`src/rtl/mem_bus_ctrl_pkg.sv`:
```
// mem_bus_ctrl_pkg: memory op codes, stall levels and access-size helper
package mem_bus_ctrl_pkg;
  typedef enum logic [2:0] {
    MEM_OP_LB, MEM_OP_LBU, MEM_OP_LH, MEM_OP_LHU, MEM_OP_LW, MEM_OP_SB, MEM_OP_SH, MEM_OP_SW
  } mem_op_e;
  localparam logic STALL_REQ = 1'b1;
  localparam logic NO_STALL = 1'b0;
  localparam logic [1:0] SZ_B = 2'd0;
  localparam logic [1:0] SZ_H = 2'd1;
  localparam logic [1:0] SZ_W = 2'd2;
  function automatic logic [1:0] mem_size(input logic [2:0] op);
    return (op == MEM_OP_LB || op == MEM_OP_LBU || op == MEM_OP_SB) ? SZ_B :
           (op == MEM_OP_LH || op == MEM_OP_LHU || op == MEM_OP_SH) ? SZ_H : SZ_W;
  endfunction
  function automatic logic is_store(input logic [2:0] op);
    return op == MEM_OP_SB || op == MEM_OP_SH || op == MEM_OP_SW;
  endfunction
endpackage

```
`src/rtl/mem_bus_ctrl_lane_fmt.sv`:
```
// mem_lane_fmt: big-endian byte-lane formatting for stores and extension for loads
module mem_lane_fmt
  import mem_bus_ctrl_pkg::*;
(
  input  logic [2:0]  op,
  input  logic [1:0]  off,
  input  logic [31:0] wdata,
  input  logic [2:0]  ld_op,
  input  logic [1:0]  ld_off,
  input  logic [31:0] rdata,
  output logic [3:0]  sel,
  output logic [31:0] wdata_lane,
  output logic        misaligned,
  output logic [31:0] ld_data
);
  logic [1:0]  sz;
  logic [7:0]  b;
  logic [15:0] h;
  always_comb begin
    sz = mem_size(op);
    sel = sz == SZ_B ? 4'b1000 >> off : sz == SZ_H ? (off[1] ? 4'b0011 : 4'b1100) : 4'b1111;
    wdata_lane = sz == SZ_B ? {4{wdata[7:0]}} : sz == SZ_H ? {2{wdata[15:0]}} : wdata;
    misaligned = sz == SZ_H ? off[0] : sz == SZ_W ? |off : 1'b0;
    // offset 0 is the most significant byte, so ~off selects the lane from the top
    b = rdata[{~ld_off, 3'b000} +: 8];
    h = ld_off[1] ? rdata[15:0] : rdata[31:16];
    ld_data = ld_op == MEM_OP_LB  ? {{24{b[7]}}, b} :
              ld_op == MEM_OP_LBU ? {24'b0, b} :
              ld_op == MEM_OP_LH  ? {{16{h[15]}}, h} :
              ld_op == MEM_OP_LHU ? {16'b0, h} : rdata;
  end
endmodule

```
`src/rtl/mem_bus_ctrl.sv`:
```
// mem_bus_ctrl: sequences MEM-stage loads/stores onto a req/ack bus with stall, align and timeout
module mem_bus_ctrl
  import mem_bus_ctrl_pkg::*;
#(
  parameter int TIMEOUT_CYC = 255
) (
  input  logic        clk,
  input  logic        rst,
  input  logic        req_i,
  input  logic [2:0]  op_i,
  input  logic [31:0] addr_i,
  input  logic [31:0] wdata_i,
  input  logic        flush_i,
  output logic        bus_req_o,
  output logic        bus_we_o,
  output logic [31:0] bus_addr_o,
  output logic [3:0]  bus_sel_o,
  output logic [31:0] bus_wdata_o,
  input  logic        bus_ack_i,
  input  logic [31:0] bus_rdata_i,
  output logic        stallreq_o,
  output logic        done_o,
  output logic [31:0] rdata_o,
  output logic        align_exc_o,
  output logic        bus_err_o
);
  localparam int CW = $clog2(TIMEOUT_CYC + 1);
  typedef enum logic [1:0] {S_IDLE, S_BUS, S_DONE, S_DRAIN} state_e;
  state_e state, nxt;
  logic [CW-1:0] cnt;
  logic [2:0]  op_q;
  logic [1:0]  off_q;
  logic [3:0]  sel;
  logic [31:0] wlane, ld_data;
  logic        misaligned, accept, timeout, ack;
  mem_lane_fmt u_fmt (
    .op(op_i), .off(addr_i[1:0]), .wdata(wdata_i),
    .ld_op(op_q), .ld_off(off_q), .rdata(bus_rdata_i),
    .sel(sel), .wdata_lane(wlane), .misaligned(misaligned), .ld_data(ld_data)
  );
  always_comb begin
    accept = state == S_IDLE && req_i && !flush_i && !misaligned;
    timeout = cnt == CW'(TIMEOUT_CYC - 1);
    ack = bus_ack_i;
    bus_req_o = state == S_BUS || state == S_DRAIN;
    done_o = state == S_DONE;
    align_exc_o = state == S_IDLE && req_i && !flush_i && misaligned;
    stallreq_o = state == S_IDLE ? (accept ? STALL_REQ : NO_STALL) :
                 state == S_BUS ? STALL_REQ : state == S_DRAIN ? req_i : NO_STALL;
    nxt = state;
    case (state)
      S_IDLE:  nxt = accept ? S_BUS : S_IDLE;
      // a flush aborts silently; an outstanding request is drained unless it already ends now
      S_BUS:   nxt = flush_i ? ((ack || timeout) ? S_IDLE : S_DRAIN) : (ack || timeout) ? S_DONE : S_BUS;
      S_DONE:  nxt = S_IDLE;
      S_DRAIN: nxt = (ack || timeout) ? S_IDLE : S_DRAIN;
      default: nxt = S_IDLE;
    endcase
  end
  always_ff @(posedge clk) begin
    if (!rst) begin
      state <= S_IDLE;
      cnt <= '0;
      op_q <= '0;
      off_q <= '0;
      bus_we_o <= 1'b0;
      bus_addr_o <= '0;
      bus_sel_o <= '0;
      bus_wdata_o <= '0;
      rdata_o <= '0;
      bus_err_o <= 1'b0;
    end else begin
      state <= nxt;
      cnt <= bus_req_o ? cnt + 1'b1 : '0;
      if (accept) begin
        op_q <= op_i;
        off_q <= addr_i[1:0];
        bus_we_o <= is_store(op_i);
        bus_addr_o <= {addr_i[31:2], 2'b00};
        bus_sel_o <= sel;
        bus_wdata_o <= wlane;
        rdata_o <= '0;
        bus_err_o <= 1'b0;
      end
      if (state == S_BUS && ack) begin
        rdata_o <= bus_we_o ? '0 : ld_data;
        bus_err_o <= 1'b0;
      end else if (state == S_BUS && timeout) begin
        rdata_o <= '0;
        bus_err_o <= 1'b1;
      end
    end
  end
endmodule

```
`config.mk`:
```
export PLATFORM = sky130hd
export DESIGN_NAME = mem_bus_ctrl
export DESIGN_NICKNAME = d
export VERILOG_FILES = /design/src/rtl/mem_bus_ctrl_pkg.sv /design/src/rtl/mem_bus_ctrl_lane_fmt.sv /design/src/rtl/mem_bus_ctrl.sv
export SDC_FILE = /design/constraint.sdc
export NUM_CORES = 1
export LEC_CHECK = 0
export ABC_AREA = 1
export CAP_MARGIN = 20
export CORE_MARGIN = 2
export CORE_UTILIZATION = 41
export CTS_BUF_LIST = sky130_fd_sc_hd__clkbuf_16
export CTS_CLUSTER_SIZE = 28
export DETAILED_ROUTE_END_ITERATION = 16
export PLACE_DENSITY = 0.77
export SYNTH_ARGS = -nofsm -noshare
export SYNTH_HDL_FRONTEND = slang
export SYNTH_HIERARCHICAL = 1
export SYNTH_SLANG_ARGS = --single-unit
```
`constraint.sdc`:
```
create_clock -name clk -period 3 [get_ports clk]
set_input_delay 0.9 -clock clk [delete_from_list [all_inputs] [get_ports clk]]
set_output_delay 0.9 -clock clk [all_outputs]
set_load 0.02 [all_outputs]
```
==> results of run 1 <==
layer usage:
| metal | share of wire [%] | GRT usage [%] |
|---|---|---|
| met5 | 0 | 0 |
| met4 | 2.9 | 10.4 |
| met1 | 40 | 28.6 |
| met3 | 9.3 | 9.20 |
| met2 | 48 | 40.5 |
per-stage QoR:
step           TNS (ps)  worst slack [ps]  util (%)
2_1_floorplan         0              27.5         -
3_3_place_gp     -30390              -525      56.9
3_5_place_dp     -31450              -538      56.9
4_1_cts               0              75.6      61.1
5_1_grt               0              15.9      61.1
6_report              0              72.4      61.1
where the power goes:
group / total [mW] / internal (mW) / switching, mW
Combinational: 0.760 / 0.335 / 0.425
Sequential: 1.62 / 1.58 / 0.0359
Clock: 2.03 / 1.29 / 0.739
Total: 4.41 / 3.21 / 1.20
path summary, 6_finish.rpt:
| check | from | endpoint | slack (ps) |
|---|---|---|---|
| worst max register to register | op_q[1] | rdata_o[7] | 850 |
| worst max-delay path | addr_i[0] | stallreq_o | 70 |
| worst min-delay path | bus_err_o | bus_err_o | 460 |
| worst min register to register | bus_err_o | bus_err_o | 460 |
cells in the mapped netlist:
library cell	n	area [µm²]
nand3_1	60	300
nor3_1	1	5.00
clkinv_1	1	3.75
nand2_1	373	1400
nand3_2	1	10.0
ha_1	4	50.1
dfxtp_1	115	2300
buf_2	21	105
nand4_1	35	219
nand2_4	1	11.3
o21ai_0	26	130
a21oi_1	109	546
conb_1	1	3.75
xor2_1	2	17.5
o211ai_1	1	7.51
nor2_1	28	105
clkbuf_2	1	5.00
inv_2	6	22.5
a22oi_1	1	7.51
inv_4	1	6.26
clkbuf_1	18	67.6
a31oi_1	1	6.26
buf_4	16	120
nor2_4	3	33.8
o21ai_2	1	8.76
nand2_2	2	12.5
nor2_8	1	20.0
nand3_4	1	17.5
buf_6	13	146
inv_1	50	188
cell type report:
class                           instances  area share, %
Inverter                               58           2.61
Multi-Input combinational cell        653           34.4
Clock buffer                           17           4.99
Sequential cell                       115           27.0
Clock inverter                         15           1.92
Timing Repair Buffer                  228           26.4
Tap cell                              180           2.64
placed cells by master, fill, tap and decap left out, types with 7 or more instances in the layout:
| cell | netlist | final |
|---|---|---|
| clkdlybuf4s50_1 | 0 | 202 |
| clkbuf_16 | 0 | 17 |
| nand3_1 | 60 | 60 |
| inv_1 | 50 | 50 |
| nand4_1 | 35 | 35 |
| nand2_1 | 373 | 370 |
| buf_4 | 16 | 19 |
| clkinv_2 | 0 | 7 |
| a21oi_1 | 109 | 109 |
| nor2_1 | 28 | 28 |
| dfxtp_1 | 115 | 115 |
| o21ai_0 | 26 | 26 |
sequential cells by signal, summed over array words and instances, names as in the netlist:
| register | flops |
|---|---|
| bus_wdata_o | 32 |
| rdata_o | 32 |
| bus_addr_o | 30 |
| cnt | 8 |
| bus_sel_o | 4 |
| op_q | 3 |
| off_q | 2 |
| state | 2 |
| bus_err_o | 1 |
| bus_we_o | 1 |
kinds of logic (layout without fill, tap and decap cells):
logic type | count (synthesis) | after routing | synth area share (%)
fa+ha+maj | 4 | 4 | 0.851
flops | 115 | 115 | 39.2
buf+inv | 127 | 318 | 11.3
xor+xnor | 2 | 2 | 0.298
other cells | 1 | 2 | 0.0638
compound gates | 139 | 139 | 12.0
simple gates | 506 | 506 | 36.3
worst max-delay path, delay by kind of cell:
kind / cells / cell delay [ps]
AND/OR/NAND/NOR: 2 / 140
buffers and inverters: 4 / 820
AO/OA/AOI/OAI: 1 / 160
what timing repair did:
| action | in CTS | in global routing |
|---|---|---|
| gates cloned | 0 | 0 |
| hold endpoints to repair | 0 | 0 |
| setup endpoints to repair | 40 | 41 |
| hold buffers | 0 | 0 |
| gates resized for setup | 13 | 1 |
==> summary.md, run 1 <==
| Metric | Value |
|---|---|
| All-Layer GR Usage | `24.6%` |
| Hold Path Cell Cnt | `2` |
| Maximum fanout along the worst path | `3` |
| Worst path slowest cell | `clkdlybuf4s50_1` |
| CTS Buf Count | `17` |
| Hold Vio Cnt, Final | `0` |
| Synth Area per Inst | `6.58 µm²` |
| P&R area growth vs syn | `44.9%` |
| Max Buffers Root-to-Sink | `2` |
| Number of global-route vias before repair | `5833` |
| Crit share post-route | `97.6%` |
| Count of different cell masters after synthesis | `30` |
| Max_cap viols | `0` |
| DRT Wirelength | `19100 µm` |
| Drt pass-1 iters | `5` |
| Ports | `210` |
| Setup CP Type | `input port to output pin` |
| Final min period | `2930 ps` |
| # fillers | `1298` |
| Finished Layout Cells | `1266` |
| Design Area, Final | `8520 µm²` |
| Outcome | `completed` |
| Peak VDD IR | `0.000324 V` |
| Largest net degree at the start of global routing | `67` |
| Max incr delay on CP | `500 ps` |
| Post-DR wirelength/cell | `15.1 µm` |
| HPWL after DPL | `13200 µm` |
| CTS tree | `built` |
| Die H | `124 µm` |
| Postcts setup bufs | `0` |
| First-pass GRT wire length | `29000 µm` |
| Highest clock rate | `0.342 GHz` |
| WP data required | `2100 ps` |
| Pwr/cell area | `518 nW/µm²` |
| Share of layout cells above drive strength 1 | `6.81%` |
| Fin. max-slew vios | `0` |
| Total die area | `15300 µm²` |
| Register bit total from synthesis | `115` |
| Die Wd | `124 µm` |
| Input/output buffers | `207` |
| Finish-stage setup viols | `0` |
| Cell Count Post-Placement | `1234` |
| Placeable Area | `13900 µm²` |
| Critical Path End Type | `output pin` |
| Cell Area, Synth | `5880 µm²` |
| ANT nets after route | `0` |
| Nets@finish | `1181` |
| Slew margin rel. | `46.1%` |
| Setup crit start kind | `input port` |
| Routed vias | `6456` |
| Placed Area | `7930 µm²` |
| Area of the multi-input gates | `2930 µm²` |
| Placer Congestion | `0.919` |
| R2R depth | `8` |
| Post-Syn Instances | `894` |
| Setup Skew | `7.70 ps` |
| Critical-path cell list | `clkdlybuf4s50_1 -> inv_1 -> a22oi_1 -> inv_1 -> nand3_4 -> nand2_2 -> buf_4` |
| Overall power consumption | `4.41 mW` |
| Clk slew on worst S/H paths | `50 ps` |
| Skew-Pair Late Insertion Delay | `420 ps` |
| Most numerous cell on the critical path | `inv_1` |
| Unrepaired setup endpoints after global routing | `false` |
| DRC | `0` |
| Worst hold path type | `flop to flop` |
| Root Buffer | `clkbuf_16` |
| GR Overflow Total | `0` |
| Vias per cell | `5.10` |
| P_leak | `3.50 nW` |
| Warnings from Yosys | `6` |
| DR iter-0 viols | `346` |
| Hold slack | `457 ps` |
| CTS HTree Levels | `4` |
| Ant diodes | `0` |
| FF/Latch Area | `2300 µm²` |
| Cell row count | `43` |
| Starting density of the core | `42.2%` |
| Post-synthesis sequential area ratio | `39.2%` |
| WP data arrival | `2030 ps` |
| Measured slew at the worst slew-check pin | `805 ps` |
| # clock sinks | `115` |
| Initial antenna violation count | `0` |
No activity file was read; power rests on OpenSTA's default activity.
==> run 2: changes to the inputs <==
Settings changed: ABC_AREA 1 to not set, CTS_BUF_LIST sky130_fd_sc_hd__clkbuf_16 to sky130_fd_sc_hd__clkbuf_4 sky130_fd_sc_hd__clkbuf_8 sky130_fd_sc_hd__clkbuf_16.
==> summary.md, run 2 <==
| Metric | Value |
|---|---|
| Clk slew on worst S/H paths | `50 ps (about the same)` |
| Measured slew at the worst slew-check pin | `794 ps (was 805 ps)` |
| Worst path slowest cell | `clkdlybuf4s50_1 (unchanged)` |
| Post-DR wirelength/cell | `15.2 µm (was 15.1 µm)` |
| CTS Buf Count | `17 (unchanged)` |
| Peak VDD IR | `0.000361 V (was 0.000324 V)` |
| WP data arrival | `2010 ps (was 2030 ps)` |
| Slew margin rel. | `47.0% (was 46.1%)` |
| Starting density of the core | `42.4% (was 42.2%)` |
| Vias per cell | `5.08 (was 5.10)` |
| Post-synth ARST share | `0% (unchanged)` |
| Die H | `124 µm (about the same)` |
| Post-synth EDFFs | `0 (unchanged)` |
| Post-synthesis sequential area ratio | `38.9% (was 39.2%)` |
| Synth area leader | `dfxtp_1 (unchanged)` |
| Max Buffers Root-to-Sink | `2 (unchanged)` |
| Largest net degree at the start of global routing | `75 (was 67)` |
| Finish-stage setup viols | `0 (unchanged)` |
| ANT nets after route | `0 (unchanged)` |
| Reg-to-reg endpoint | `rdata_o[9] (was rdata_o[7])` |
| Most frequent cells in the layout | `214 x nand2_1, 200 x clkdlybuf4s50_1, 115 x dfxtp_1 (was 370 x nand2_1, 202 x clkdlybuf4s50_1, 115 x dfxtp_1)` |
| Outcome | `completed (unchanged)` |
| Pwr/cell area | `526 nW/µm² (was 518 nW/µm²)` |
| Critical-path cell list | `clkdlybuf4s50_1 -> nor4b_4 -> and2_1 -> buf_2 (was clkdlybuf4s50_1 -> inv_1 -> a22oi_1 -> inv_1 -> nand3_4 -> nand2_2 -> buf_4)` |
| First-pass GRT wire length | `26800 µm (was 29000 µm)` |
| # clock sinks | `115 (unchanged)` |
| Adder-cell share of the synthesized area | `0.845% (was 0.851%)` |
| DR iter-0 viols | `423 (was 346)` |
| Largest regs | `bus_wdata_o x32, rdata_o x32, bus_addr_o x30 (unchanged)` |
| Ys flop type | `dfxtp_1 (unchanged)` |
| Max incr delay on CP | `460 ps (was 500 ps)` |
| Post-synthesis simple-gate area fraction | `21.7% (was 36.3%)` |
| Family with the most delay on the worst path | `buffers and inverters (unchanged)` |
| Largest family of logic cells by synthesized area | `compound AO/OA/AOI/OAI gates (was simple AND/OR/NAND/NOR gates)` |
| Placeable Area | `14000 µm² (was 13900 µm²)` |
| CTS HTree Levels | `4 (unchanged)` |
| DR top layer | `met5 (was met4)` |
| Met2 routed WL | `7520 µm (was 9100 µm)` |
| R2R depth | `5 (was 8)` |
| Setup Skew | `7.08 ps (was 7.70 ps)` |
| Setup CP Type | `input port to output pin (unchanged)` |
| HPWL after DPL | `11300 µm (was 13200 µm)` |
| Crit share post-route | `96.9% (was 97.6%)` |
| Die Wd | `124 µm (about the same)` |
| Share of layout cells above drive strength 1 | `11.8% (was 6.81%)` |
| Synth top cells by count | `215 x nand2_1, 115 x dfxtp_1, 70 x a21boi_1 (was 373 x nand2_1, 115 x dfxtp_1, 109 x a21oi_1)` |
| Most common cell in the netlist | `nand2_1 (unchanged)` |
| Met3 WL post-DR | `1660 µm (was 1770 µm)` |
| Overall power consumption | `4.55 mW (was 4.41 mW)` |
| Top cells by area, synth | `dfxtp_1 39%, nand2_1 14%, a21boi_1 8.9%, a22o_1 4.6%, mux2_2 3.0% (was dfxtp_1 39%, nand2_1 24%, a21oi_1 9.3%, nand3_1 5.1%, nand4_1 3.7%)` |
| Min-delay src | `bus_addr_o[21] (was bus_err_o)` |
| Count of different cell masters after synthesis | `53 (was 30)` |
| Worst R2R Setup Slack | `910 ps (was 850 ps)` |
| CTS tree | `built (unchanged)` |
| Worst path bufs/invs | `2 (was 4)` |
| GR Overflow Total | `0 (unchanged)` |
| Routed vias | `5468 (was 6456)` |
| All-Layer GR Usage | `21.2% (was 24.6%)` |
| Compound-cell area share of the yosys netlist | `22.5% (was 12.0%)` |
| DRT Wirelength | `16300 µm (was 19100 µm)` |
| Max_cap viols | `0 (unchanged)` |
| Warnings from Yosys | `6 (unchanged)` |
| Share of the synthesized area in the top cell type | `38.9% (was 39.2%)` |
| Maximum fanout along the worst path | `3 (unchanged)` |
| Postcts setup bufs | `0 (unchanged)` |
| Hold Path Cell Cnt | `2 (unchanged)` |
| Critical Path End Type | `output pin (unchanged)` |
| Hold Path Sink | `bus_addr_o[21] (was bus_err_o)` |
| Cell row count | `43 (unchanged)` |
| Root Buffer | `clkbuf_16 (unchanged)` |
| Most common cell after layout, fill and taps aside | `nand2_1 (unchanged)` |
| Total die area | `15400 µm² (was 15300 µm²)` |
| P_leak | `3.23 nW (was 3.50 nW)` |
| Setup crit start kind | `input port (unchanged)` |
| WP data required | `2100 ps (about the same)` |
| Unrepaired setup endpoints after global routing | `false (unchanged)` |
| Cell Count Post-Placement | `1043 (was 1234)` |
| P&R area growth vs syn | `46.1% (was 44.9%)` |
| Nets@finish | `990 (was 1181)` |
| Multiplexer share of the synthesized area | `6.80% (was 0%)` |
| Skew-Pair Late Insertion Delay | `420 ps (about the same)` |
| Initial antenna violation count | `2 (was 0)` |
| Hold Vio Cnt, Final | `0 (unchanged)` |
| Post-Synth XOR/XNOR Area | `1.03% (was 0.298%)` |
| Number of global-route vias before repair | `5320 (was 5833)` |
| Synth Area per Inst | `8.50 µm² (was 6.58 µm²)` |
| Worst hold path type | `flop to flop (unchanged)` |
| Input/output buffers | `207 (unchanged)` |
| Highest clock rate | `0.344 GHz (was 0.342 GHz)` |
| Drt pass-1 iters | `5 (unchanged)` |
| Final min period | `2910 ps (was 2930 ps)` |
| Post-Syn Instances | `697 (was 894)` |
| Worst r2r src | `op_q[2] (was op_q[1])` |
| Ports | `210 (unchanged)` |
| Register bit total from synthesis | `115 (unchanged)` |
| Fin. max-slew vios | `0 (unchanged)` |
| Placer Congestion | `0.807 (was 0.919)` |
| Hold buffer count at CTS | `0 (unchanged)` |
| DRC | `0 (unchanged)` |
| Cell Area, Synth | `5920 µm² (was 5880 µm²)` |
| WL met1 | `6870 µm (was 7630 µm)` |
| Finished Layout Cells | `1076 (was 1266)` |
==> run 2: cell count changes in the layout (fill, tap and decap cells not counted), moves of 16 or more <==
| cell | previous run | this run |
|---|---|---|
| nand4_1 | 35 | 1 |
| a21oi_1 | 109 | 18 |
| a21boi_1 | 0 | 70 |
| mux2_2 | 0 | 16 |
| nand3_1 | 60 | 11 |
| nand2_1 | 370 | 214 |
| a22o_1 | 0 | 31 |
| inv_1 | 50 | 14 |
==> run 2: what timing repair did <==
action	in CTS	in global routing
endpoints found under the setup margin	2	1
pin swaps	1	1
gates resized for setup	20	0
==> run 2: logic make-up (layout without fill, tap and decap cells) <==
group           Yosys count  in the layout
mux                      26             26
other cells               1              3
simple gates            285            285
compound gates          181            181
xor+xnor                  7              7
buf+inv                  78            275
fa+ha+maj                 4              4
flops                   115            115
==> run 2: area by class of cell <==
type	instances	area [µm²]
clock inverters	8	149
flip-flops and latches	115	2300
diodes	1	2.50
well taps	180	225
inverters	16	60.1
clock buffers	24	497
multi-input cells	505	3160
repair buffers	227	2260
fillers	1250	5330
==> run 2: report_power, final <==
part           internal [mW]  switching (mW)
Combinational          0.380           0.369
Sequential              1.58          0.0365
Clock                   1.49           0.694
Total                   3.45            1.10
==> run 2: per-layer routing <==
layer / track usage [%] / vias to the layer above
met2: 33.8 / 218
met5: 0 / -
met4: 7.60 / 2
li1: - / 2741
met1: 24.9 / 2482
met3: 10.1 / 25
==> run 2: worst register-to-register path: stages (launching register included) <==
cell	delay (ps)
dfxtp_1	810
nand2b_1	250
or2_1	450
nand2_1	110
a31oi_1	250
a22o_1	170
==> run 2: worst max path at each step <==
| stage | startpoint | to | slack, ps | cells after the start |
|---|---|---|---|---|
| 2_1_floorplan | op_i[1] | stallreq_o | 20 | 9 |
| 3_3_place_gp | addr_i[1] | stallreq_o | -620 | 8 |
| 3_5_place_dp | addr_i[1] | stallreq_o | -620 | 8 |
| 4_1_cts | flush_i | align_exc_o | 10 | 4 |
| 5_1_grt | op_i[1] | stallreq_o | 30 | 8 |
| 6_report | flush_i | align_exc_o | 90 | 4 |
==> run 2: through the flow <==
stage	hold WS (ps)	setup WS (ps)	setup TNS [ps]	util (%)	area (µm²)
6_report	449	93.0	0	61.9	8660
5_1_grt	461	33.5	0	61.9	8650
4_1_cts	451	12.8	0	61.9	8650
3_5_place_dp	444	-625	-16970	57.2	8000
3_3_place_gp	440	-623	-16340	57.2	8000
2_1_floorplan	447	19.8	0	-	5950
==> run 3: changes to the inputs <==
Settings changed: ABC_CLOCK_PERIOD_IN_PS set to 3000.
==> results of run 3 <==
The final DEF is identical to that of run 2; final timing and power are the same.
